[src/rtl/fifo_defs.sv]
`default_nettype none
// +------------------------------------------------------------------------+
// | Package : fifo_defs                                                    |
// | Purpose : Definitions shared by syn_fifo, fifo_word_packer and         |
// |           fifo_pack_top: default byte width and lane count, the        |
// |           packer state encoding, and the lane-count width helper.      |
// | Rev     : 1.0  initial release                                         |
// +------------------------------------------------------------------------+
package fifo_defs;

  localparam int c_width_default = 8;
  localparam int c_lanes_default = 4;

  typedef enum logic [0:0] {
    FILL = 1'b0,
    HOLD = 1'b1
  } pack_state_e;

  // A count of 0..lanes needs one bit more than the lane index.
  function automatic int cnt_width(input int lanes);
    return $clog2(lanes) + 1;
  endfunction

endpackage
`default_nettype wire

[src/rtl/fifo_pack_top.sv]
`default_nettype none
// +------------------------------------------------------------------------+
// | Module  : fifo_pack_top                                                |
// | Purpose : Byte FIFO followed by the word packer; the packer drains     |
// |           the FIFO through empty/rd_en/rdata.                          |
// | Ports   : clk, res, wr_en/wdata/full/overflow/underflow (FIFO write    |
// |           side and error flags), flush, out_data/out_count/out_valid/  |
// |           out_ready (packed word), busy.                               |
// | Rev     : 1.0  initial release                                         |
// +------------------------------------------------------------------------+
module fifo_pack_top
  import fifo_defs::*;
#(
  parameter int WIDTH = c_width_default,
  parameter int LANES = c_lanes_default,
  parameter int DEPTH = 16
) (
  input  logic                   clk,
  input  logic                   res,
  input  logic                   wr_en,
  input  logic [WIDTH-1:0]       wdata,
  output logic                   full,
  output logic                   overflow,
  output logic                   underflow,
  input  logic                   flush,
  output logic [WIDTH*LANES-1:0] out_data,
  output logic [$clog2(LANES):0] out_count,
  output logic                   out_valid,
  input  logic                   out_ready,
  output logic                   busy
);

  logic             w_empty;
  logic             w_rd_en;
  logic [WIDTH-1:0] w_rdata;

  syn_fifo #(
    .WIDTH (WIDTH),
    .DEPTH (DEPTH)
  ) u_fifo (
    .clk       (clk),
    .res       (res),
    .wr_en     (wr_en),
    .wdata     (wdata),
    .rd_en     (w_rd_en),
    .rdata     (w_rdata),
    .full      (full),
    .empty     (w_empty),
    .overflow  (overflow),
    .underflow (underflow)
  );

  fifo_word_packer #(
    .WIDTH (WIDTH),
    .LANES (LANES)
  ) u_packer (
    .clk       (clk),
    .res       (res),
    .empty     (w_empty),
    .rd_en     (w_rd_en),
    .rdata     (w_rdata),
    .flush     (flush),
    .out_data  (out_data),
    .out_count (out_count),
    .out_valid (out_valid),
    .out_ready (out_ready),
    .busy      (busy)
  );

endmodule
`default_nettype wire

[src/rtl/syn_fifo.sv]
`default_nettype none
// +------------------------------------------------------------------------+
// | Module  : syn_fifo                                                     |
// | Purpose : Single-clock byte FIFO. rdata is registered: a read issued   |
// |           in cycle k presents its data in cycle k+1. overflow and      |
// |           underflow are sticky error flags cleared only by reset.      |
// | Ports   : clk, res (async, active-high), wr_en/wdata write side,       |
// |           rd_en/rdata read side, full, empty, overflow, underflow.     |
// | Notes   : DEPTH must be a power of two (pointers wrap naturally).      |
// | Rev     : 1.0  initial release                                         |
// +------------------------------------------------------------------------+
module syn_fifo
  import fifo_defs::*;
#(
  parameter int WIDTH = c_width_default,
  parameter int DEPTH = 16
) (
  input  logic             clk,
  input  logic             res,
  input  logic             wr_en,
  input  logic [WIDTH-1:0] wdata,
  input  logic             rd_en,
  output logic [WIDTH-1:0] rdata,
  output logic             full,
  output logic             empty,
  output logic             overflow,
  output logic             underflow
);

  localparam int                c_aw    = $clog2(DEPTH);
  localparam logic [c_aw:0]     c_depth = (c_aw + 1)'(DEPTH);

  logic [WIDTH-1:0] r_mem [DEPTH];
  logic [c_aw-1:0]  r_wptr;
  logic [c_aw-1:0]  r_rptr;
  logic [c_aw:0]    r_count;
  logic [WIDTH-1:0] r_rdata;
  logic             r_overflow;
  logic             r_underflow;
  logic             w_do_wr;
  logic             w_do_rd;

  assign full      = (r_count == c_depth);
  assign empty     = (r_count == '0);
  assign rdata     = r_rdata;
  assign overflow  = r_overflow;
  assign underflow = r_underflow;
  assign w_do_wr   = wr_en && !full;
  assign w_do_rd   = rd_en && !empty;

  // Storage carries no reset; only pointers and flags define validity.
  always_ff @(posedge clk) begin
    if (w_do_wr) begin
      r_mem[r_wptr] <= wdata;
    end
  end

  always_ff @(posedge clk or posedge res) begin
    if (res) begin
      r_wptr      <= '0;
      r_rptr      <= '0;
      r_count     <= '0;
      r_rdata     <= '0;
      r_overflow  <= 1'b0;
      r_underflow <= 1'b0;
    end else begin
      if (w_do_wr) begin
        r_wptr <= r_wptr + 1'b1;
      end
      if (w_do_rd) begin
        r_rptr  <= r_rptr + 1'b1;
        r_rdata <= r_mem[r_rptr];
      end
      if (w_do_wr && !w_do_rd) begin
        r_count <= r_count + 1'b1;
      end else if (w_do_rd && !w_do_wr) begin
        r_count <= r_count - 1'b1;
      end
      if (wr_en && full) begin
        r_overflow <= 1'b1;
      end
      if (rd_en && empty) begin
        r_underflow <= 1'b1;
      end
    end
  end

endmodule
`default_nettype wire

[src/rtl/fifo_word_packer.sv]
`default_nettype none
// +------------------------------------------------------------------------+
// | Module  : fifo_word_packer                                             |
// | Purpose : Reads bytes from syn_fifo and packs LANES of them into one   |
// |           wide word (first byte in lane 0), presented on a             |
// |           valid/ready port. A flush pulse emits a partial word.        |
// | Ports   : clk, res (async, active-high)                                |
// |           empty, rd_en, rdata      - FIFO read side                    |
// |           flush                    - partial-word request pulse        |
// |           out_data, out_count,                                         |
// |           out_valid, out_ready     - packed word output                |
// |           busy                     - any word/read/flush in progress   |
// | Notes   : LANES must be at least 2.                                    |
// | Rev     : 1.0  initial release                                         |
// +------------------------------------------------------------------------+
module fifo_word_packer
  import fifo_defs::*;
#(
  parameter int WIDTH = c_width_default,
  parameter int LANES = c_lanes_default
) (
  input  logic                   clk,
  input  logic                   res,
  input  logic                   empty,
  output logic                   rd_en,
  input  logic [WIDTH-1:0]       rdata,
  input  logic                   flush,
  output logic [WIDTH*LANES-1:0] out_data,
  output logic [$clog2(LANES):0] out_count,
  output logic                   out_valid,
  input  logic                   out_ready,
  output logic                   busy
);

  localparam int                 c_cnt_w = cnt_width(LANES);
  localparam logic [c_cnt_w-1:0] c_full  = c_cnt_w'(LANES);
  localparam logic [c_cnt_w-1:0] c_one   = c_cnt_w'(1);

  pack_state_e                      r_state;
  logic [c_cnt_w-1:0]               r_lane_cnt;
  logic                             r_pend;
  logic                             r_flush_req;
  logic                             r_flush_word;
  logic [c_cnt_w-1:0]               r_out_count;
  logic [LANES-1:0][WIDTH-1:0]      r_lanes;

  pack_state_e                      w_state_nx;
  logic [c_cnt_w-1:0]               w_lane_cnt_nx;
  logic                             w_flush_req_nx;
  logic                             w_flush_word_nx;
  logic [c_cnt_w-1:0]               w_out_count_nx;
  logic [LANES-1:0][WIDTH-1:0]      w_lanes_nx;
  logic                             w_rd_en;
  logic [c_cnt_w-1:0]               w_fill;

  // Bytes already held plus the one in flight; never exceeds LANES.
  assign w_fill = r_lane_cnt + {{(c_cnt_w-1){1'b0}}, r_pend};

  always_comb begin
    w_state_nx      = r_state;
    w_lane_cnt_nx   = r_lane_cnt;
    w_flush_req_nx  = r_flush_req | flush;
    w_flush_word_nx = r_flush_word;
    w_out_count_nx  = r_out_count;
    w_lanes_nx      = r_lanes;
    w_rd_en         = 1'b0;

    case (r_state)
      FILL: begin
        // Gated by res so the read request is low throughout reset even
        // while the FIFO still reports data.
        w_rd_en = !res && !empty && !r_flush_req && (w_fill < c_full);
        if (r_pend) begin
          // A read issued last cycle is always captured first; a pending
          // flush is evaluated only once nothing is in flight.
          for (int i = 0; i < LANES; i++) begin
            if (r_lane_cnt == c_cnt_w'(i)) begin
              w_lanes_nx[i] = rdata;
            end
          end
          w_lane_cnt_nx = r_lane_cnt + c_one;
          if (r_lane_cnt + c_one == c_full) begin
            w_state_nx      = HOLD;
            w_out_count_nx  = c_full;
            w_flush_word_nx = 1'b0;
          end
        end else if (r_flush_req) begin
          if (r_lane_cnt != '0) begin
            w_state_nx      = HOLD;
            w_out_count_nx  = r_lane_cnt;
            w_flush_word_nx = 1'b1;
          end else begin
            // Nothing to emit; retire the request.
            w_flush_req_nx = flush;
          end
        end
      end
      HOLD: begin
        if (out_ready) begin
          w_state_nx     = FILL;
          w_lane_cnt_nx  = '0;
          w_lanes_nx     = '0;
          w_out_count_nx = '0;
          // A flush that arrived behind a full word stays pending.
          if (r_flush_word) begin
            w_flush_req_nx = flush;
          end
          w_flush_word_nx = 1'b0;
        end
      end
      default: begin
        w_state_nx = FILL;
      end
    endcase
  end

  always_ff @(posedge clk or posedge res) begin
    if (res) begin
      r_state      <= FILL;
      r_lane_cnt   <= '0;
      r_pend       <= 1'b0;
      r_flush_req  <= 1'b0;
      r_flush_word <= 1'b0;
      r_out_count  <= '0;
      r_lanes      <= '0;
    end else begin
      r_state      <= w_state_nx;
      r_lane_cnt   <= w_lane_cnt_nx;
      r_pend       <= w_rd_en;
      r_flush_req  <= w_flush_req_nx;
      r_flush_word <= w_flush_word_nx;
      r_out_count  <= w_out_count_nx;
      r_lanes      <= w_lanes_nx;
    end
  end

  // Lanes beyond the fill point are kept at zero, so the lane array is
  // directly the output word.
  assign rd_en     = w_rd_en;
  assign out_data  = r_lanes;
  assign out_count = r_out_count;
  assign out_valid = (r_state == HOLD);
  assign busy      = (r_lane_cnt != '0) || r_pend || r_flush_req || out_valid;

endmodule
`default_nettype wire

[config.mk]
export PLATFORM = sky130hd
export DESIGN_NAME = fifo_pack_top
export DESIGN_NICKNAME = d
export VERILOG_FILES = /design/src/rtl/fifo_defs.sv /design/src/rtl/fifo_pack_top.sv /design/src/rtl/syn_fifo.sv /design/src/rtl/fifo_word_packer.sv
export SDC_FILE = /design/constraint.sdc
export NUM_CORES = 1
export LEC_CHECK = 0
export BUFFER_PORTS_ARGS = -buffer_cell sky130_fd_sc_hd__buf_2
export CORE_MARGIN = 8
export CORE_UTILIZATION = 30
export CTS_BUF_LIST = sky130_fd_sc_hd__clkbuf_8 sky130_fd_sc_hd__clkbuf_16
export CTS_CLUSTER_SIZE = 16
export DETAILED_ROUTE_END_ITERATION = 10
export GPL_TIMING_DRIVEN = 0
export PLACE_DENSITY = 0.45
export SETUP_SLACK_MARGIN = 0.4
export SLEW_MARGIN = 0
export SYNTH_ARGS = -nofsm -noshare
export SYNTH_HDL_FRONTEND = slang
export SYNTH_SLANG_ARGS = --single-unit
[constraint.sdc]
create_clock -name clk -period 5 [get_ports clk]
set_clock_uncertainty 0.15 [all_clocks]
set_input_delay 0.75 -clock clk [delete_from_list [all_inputs] [get_ports clk]]
set_output_delay 0.75 -clock clk [all_outputs]
set_load 0.005 [all_outputs]
==> metrics.cfg <==
[power_and_ir_drop]
p_int_uw = 3450
seqPwrFrac_pct = 42.5
worst_ir_drop_vdd_mv = 0.216
power_density_mw_per_mm2 = 551
power.net_switching_uw = 1670
switching_share_pct = 32.6
leakage_uw = 0.00363
clkPwrFrac_pct = 27.7
power_frac_comb_pct = 29.7
power.total_uw = 5120

[min_path]
worstHoldPathType = reg2reg

[sta]
worst_pin_slew_ns = 1.25
max_freq_ghz = 0.313
setup_viol = 0
fin_crit_ns = 3.19
rsz0062_at_grt = no
drv_slew = 0
hold_viol = 0
slew_headroom_pct = 16.1
tns_ns = 0
post-route-period-util_pct = 63.9

[synth]
muxShareOfSynthArea_pct = 15.0
async_flop_share_pct = 33.7
ys_top_cells_by_area = edfxtp_1 (48%), dfrtp_1 (20%), mux4_1 (6.3%)
syn_area_per_cell_um2 = 16.0
yosys.area.top_type = edfxtp_1
synth_area_mm2 = 0.00799
synth_top_family_by_area = multiplexers
synth_cell_types = 41
synth-compound-area-share_pct = 3.26
synth_flop_cell = edfxtp_1
synth_xor_area_share_pct = 1.21
synth_cells = 498
synth_top_area_share_pct = 48.1
synth_edf_count = 128
synth_adder_area_share_pct = 2.44
synthesis.nets = 526
ys_ff_latch = 193
yosys.area_share.simple_pct = 7.11
ys_warn_count = 0
ys_seq_area_share_pct = 68.5

[grt]
first_global_vias = 4506
grt_pass1_wl_um = 27100
gr-total-overflow = 0
grt_max_degree = 66
grt_usage_pct = 11.6
antenna_found_initial = 0

[setup_path]
critPathSlowestCell = or3_1
crit_buf_inv = 3
endpoint_kind = flop
start_kind = flop
cp_slowest_stage_delay_ns = 0.48
worstSetupPathType = reg2reg
cp_max_fo = 10
crit_arrival_ns = 3.39
critical_path_required_ns = 5.20
path_cells = or3_1 -> nor3_2 -> buf_6 -> inv_1 -> ha_1 -> inv_1 -> ha_1 -> a21o_1 -> a21oi_1 -> mux2i_1 -> xnor2_1
cpLargestDelayFamily = simple AND/OR/NAND/NOR gates

[detailed_routing]
vias = 4289
detail_route.wl_per_cell_um = 19.1
first_pass_iters = 4
ant_nets = 0
drt-initial-drc-count = 265
wirelength_um = 17500
drc = 0
via_per_inst = 4.68

[floorplan]
initial_utilization_pct = 30.6
fp.dieW_um = 179
core_area_mm2 = 0.0261
design.die.area_mm2 = 0.0321
die_y_um = 179
row_count = 59
pin_count = 53

[outcome]
outcome = complete, no violations

[finish]
drive_above_1_share_pct = 21.8
fillCellCount = 2510
instances_no_fill = 917
diodes = 0
design_area_mm2 = 0.00930
num-nets-final = 597
syn_to_final_growth_pct = 16.4

[clocking]
cts_sinks = 193
numCtsBuffers = 17
clk_pin_slew_ns = 0.07
ctsHoldBuffers = 0
clk_latency_ns = 0.44
post_cts_resized = 0
cts_tree = done
clk_path_buf_depth = 2
htree_levels = 4
post_cts_buffers = 0
cts-root-buf = clkbuf_16

[placement]
placedCellCount = 885
portBuffers = 52
dp_hpwl_um = 11800
gp_congestion = 0.754
place_area_mm2 = 0.00867

[job]
maxCapViolCount = 0

-- power by group through the flow --
stage / Combinational (µW) / Sequential [µW] / Clock [µW]
5_1_grt: 1680 / 2220 / 1520
2_1_floorplan: 1080 / 2150 / 0
3_5_place_dp: 1550 / 2220 / 0
6_report: 1520 / 2180 / 1420
4_1_cts: 1560 / 2180 / 1460
3_3_place_gp: 1530 / 2210 / 0
-- state kept, by name, summed over array words and instances (netlist names), 3 cells and up --
name / count
u_fifo.rdata: 8
u_fifo.r_rptr: 4
u_packer.out_count: 3
u_fifo.r_mem: 128
u_packer.r_lane_cnt: 3
u_packer.out_data: 32
u_fifo.r_count: 5
u_fifo.r_wptr: 4
-- worst paths after layout --
kind                               startpoint                     end  slack (ns)  cells after the start
max                        u_packer.out_valid       u_fifo.r_count[4]        1.81                     11
min                          u_fifo.underflow        u_fifo.underflow        0.30                      1
max reg2reg                u_packer.out_valid       u_fifo.r_count[4]        1.81                     11
min reg2reg                  u_fifo.underflow        u_fifo.underflow        0.30                      1
max in group asynchronous                 res   u_packer.out_data[12]        3.83                      2
min in group asynchronous                 res  u_packer.r_lane_cnt[0]        0.34                      2
-- worst register-to-register path: cells and delay by family (launching register included) --
| kind | cells | cell delay, ns |
|---|---|---|
| fa+ha+maj | 2 | 0.50 |
| xor+xnor | 1 | 0.14 |
| simple gates | 2 | 0.83 |
| compound gates | 2 | 0.37 |
| buf+inv | 3 | 0.44 |
| flops | 1 | 0.45 |
| mux | 1 | 0.24 |
-- metrics by stage --
| stage | worst slack (ns) | utilization (%) | hold WS, ns |
|---|---|---|---|
| detailed placement | 1.42 | 33.2 | 0.298 |
| floorplan | 1.81 | - | 0.300 |
| global placement | 1.47 | 33.2 | 0.289 |
| CTS | 1.77 | 35.5 | 0.316 |
| finish | 1.81 | 35.6 | 0.305 |
| global route | 1.53 | 35.6 | 0.325 |
-- layout by cell type, fill, tap and decap left out, types with 3 or more instances in the layout --
master / count
edfxtp_1: 128
nand2_1: 78
dfrtp_1: 65
buf_2: 57
o21ai_0: 30
mux2i_1: 25
mux4_1: 19
nor2_1: 17
clkbuf_16: 17
ha_1: 14
mux4_2: 13
clkbuf_1: 11
nand3_1: 11
inv_1: 9
mux2_4: 8
xnor2_1: 7
buf_6: 6
nand2b_1: 5
inv_8: 5
a21o_1: 4
xor2_1: 4
nor3_2: 4
inv_6: 4
a22o_1: 3
and2_1: 3
buf_1: 3
mux2_2: 3
-- routing by layer --
layer,vias to the layer above,routed length [µm],track usage [%]
li1,2006,-,-
met1,2196,8400,15.6
met2,74,8200,18.5
met3,13,762,2.74
met4,0,157,3.23
met5,-,0,0
-- Yosys cell counts, types with 2 or more instances --
library cell  instances
or3_1                 2
xor2_1                4
nor4_1                2
clkbuf_1             11
buf_1                 3
mux4_1               19
edfxtp_1            128
xnor2_1               7
a22o_1                3
inv_1                 9
dfrtp_1              65
ha_1                 14
nor2b_1               2
buf_2                 5
buf_6                 6
mux4_2               13
nand2_1              78
and3_1                2
o21ai_0              30
nand2b_1              5
mux2_2                3
mux2_4                8
nor2_1               17
nor3_1                5
nand3_1              11
a21o_1                4
a21oi_1               2
mux2i_1              25
and2_1                3
-- area by class of cell --
| type | instances | area [µm²] | area share (%) |
|---|---|---|---|
| flip-flops and latches | 193 | 5470 | 58.8 |
| clock inverters | 15 | 189 | 2.03 |
| multi-input cells | 269 | 2330 | 25.1 |
| well taps | 335 | 419 | 4.51 |
| plain buffers | 27 | 166 | 1.79 |
| repair buffers | 52 | 260 | 2.80 |
| clock buffers | 17 | 425 | 4.58 |
| inverters | 9 | 36.3 | 0.390 |
-- kinds of logic (layout without fill, tap and decap cells) --
group / count (synthesis) / after routing
xor gates and xnor gates: 11 / 11
adders and majority gates: 15 / 15
DFF: 193 / 193
buffers and inverters: 36 / 120
muxes: 68 / 68
AOI/OAI and AO/OA: 44 / 44
and+or+nand+nor: 131 / 131
Power figures use the tool's default switching activity.
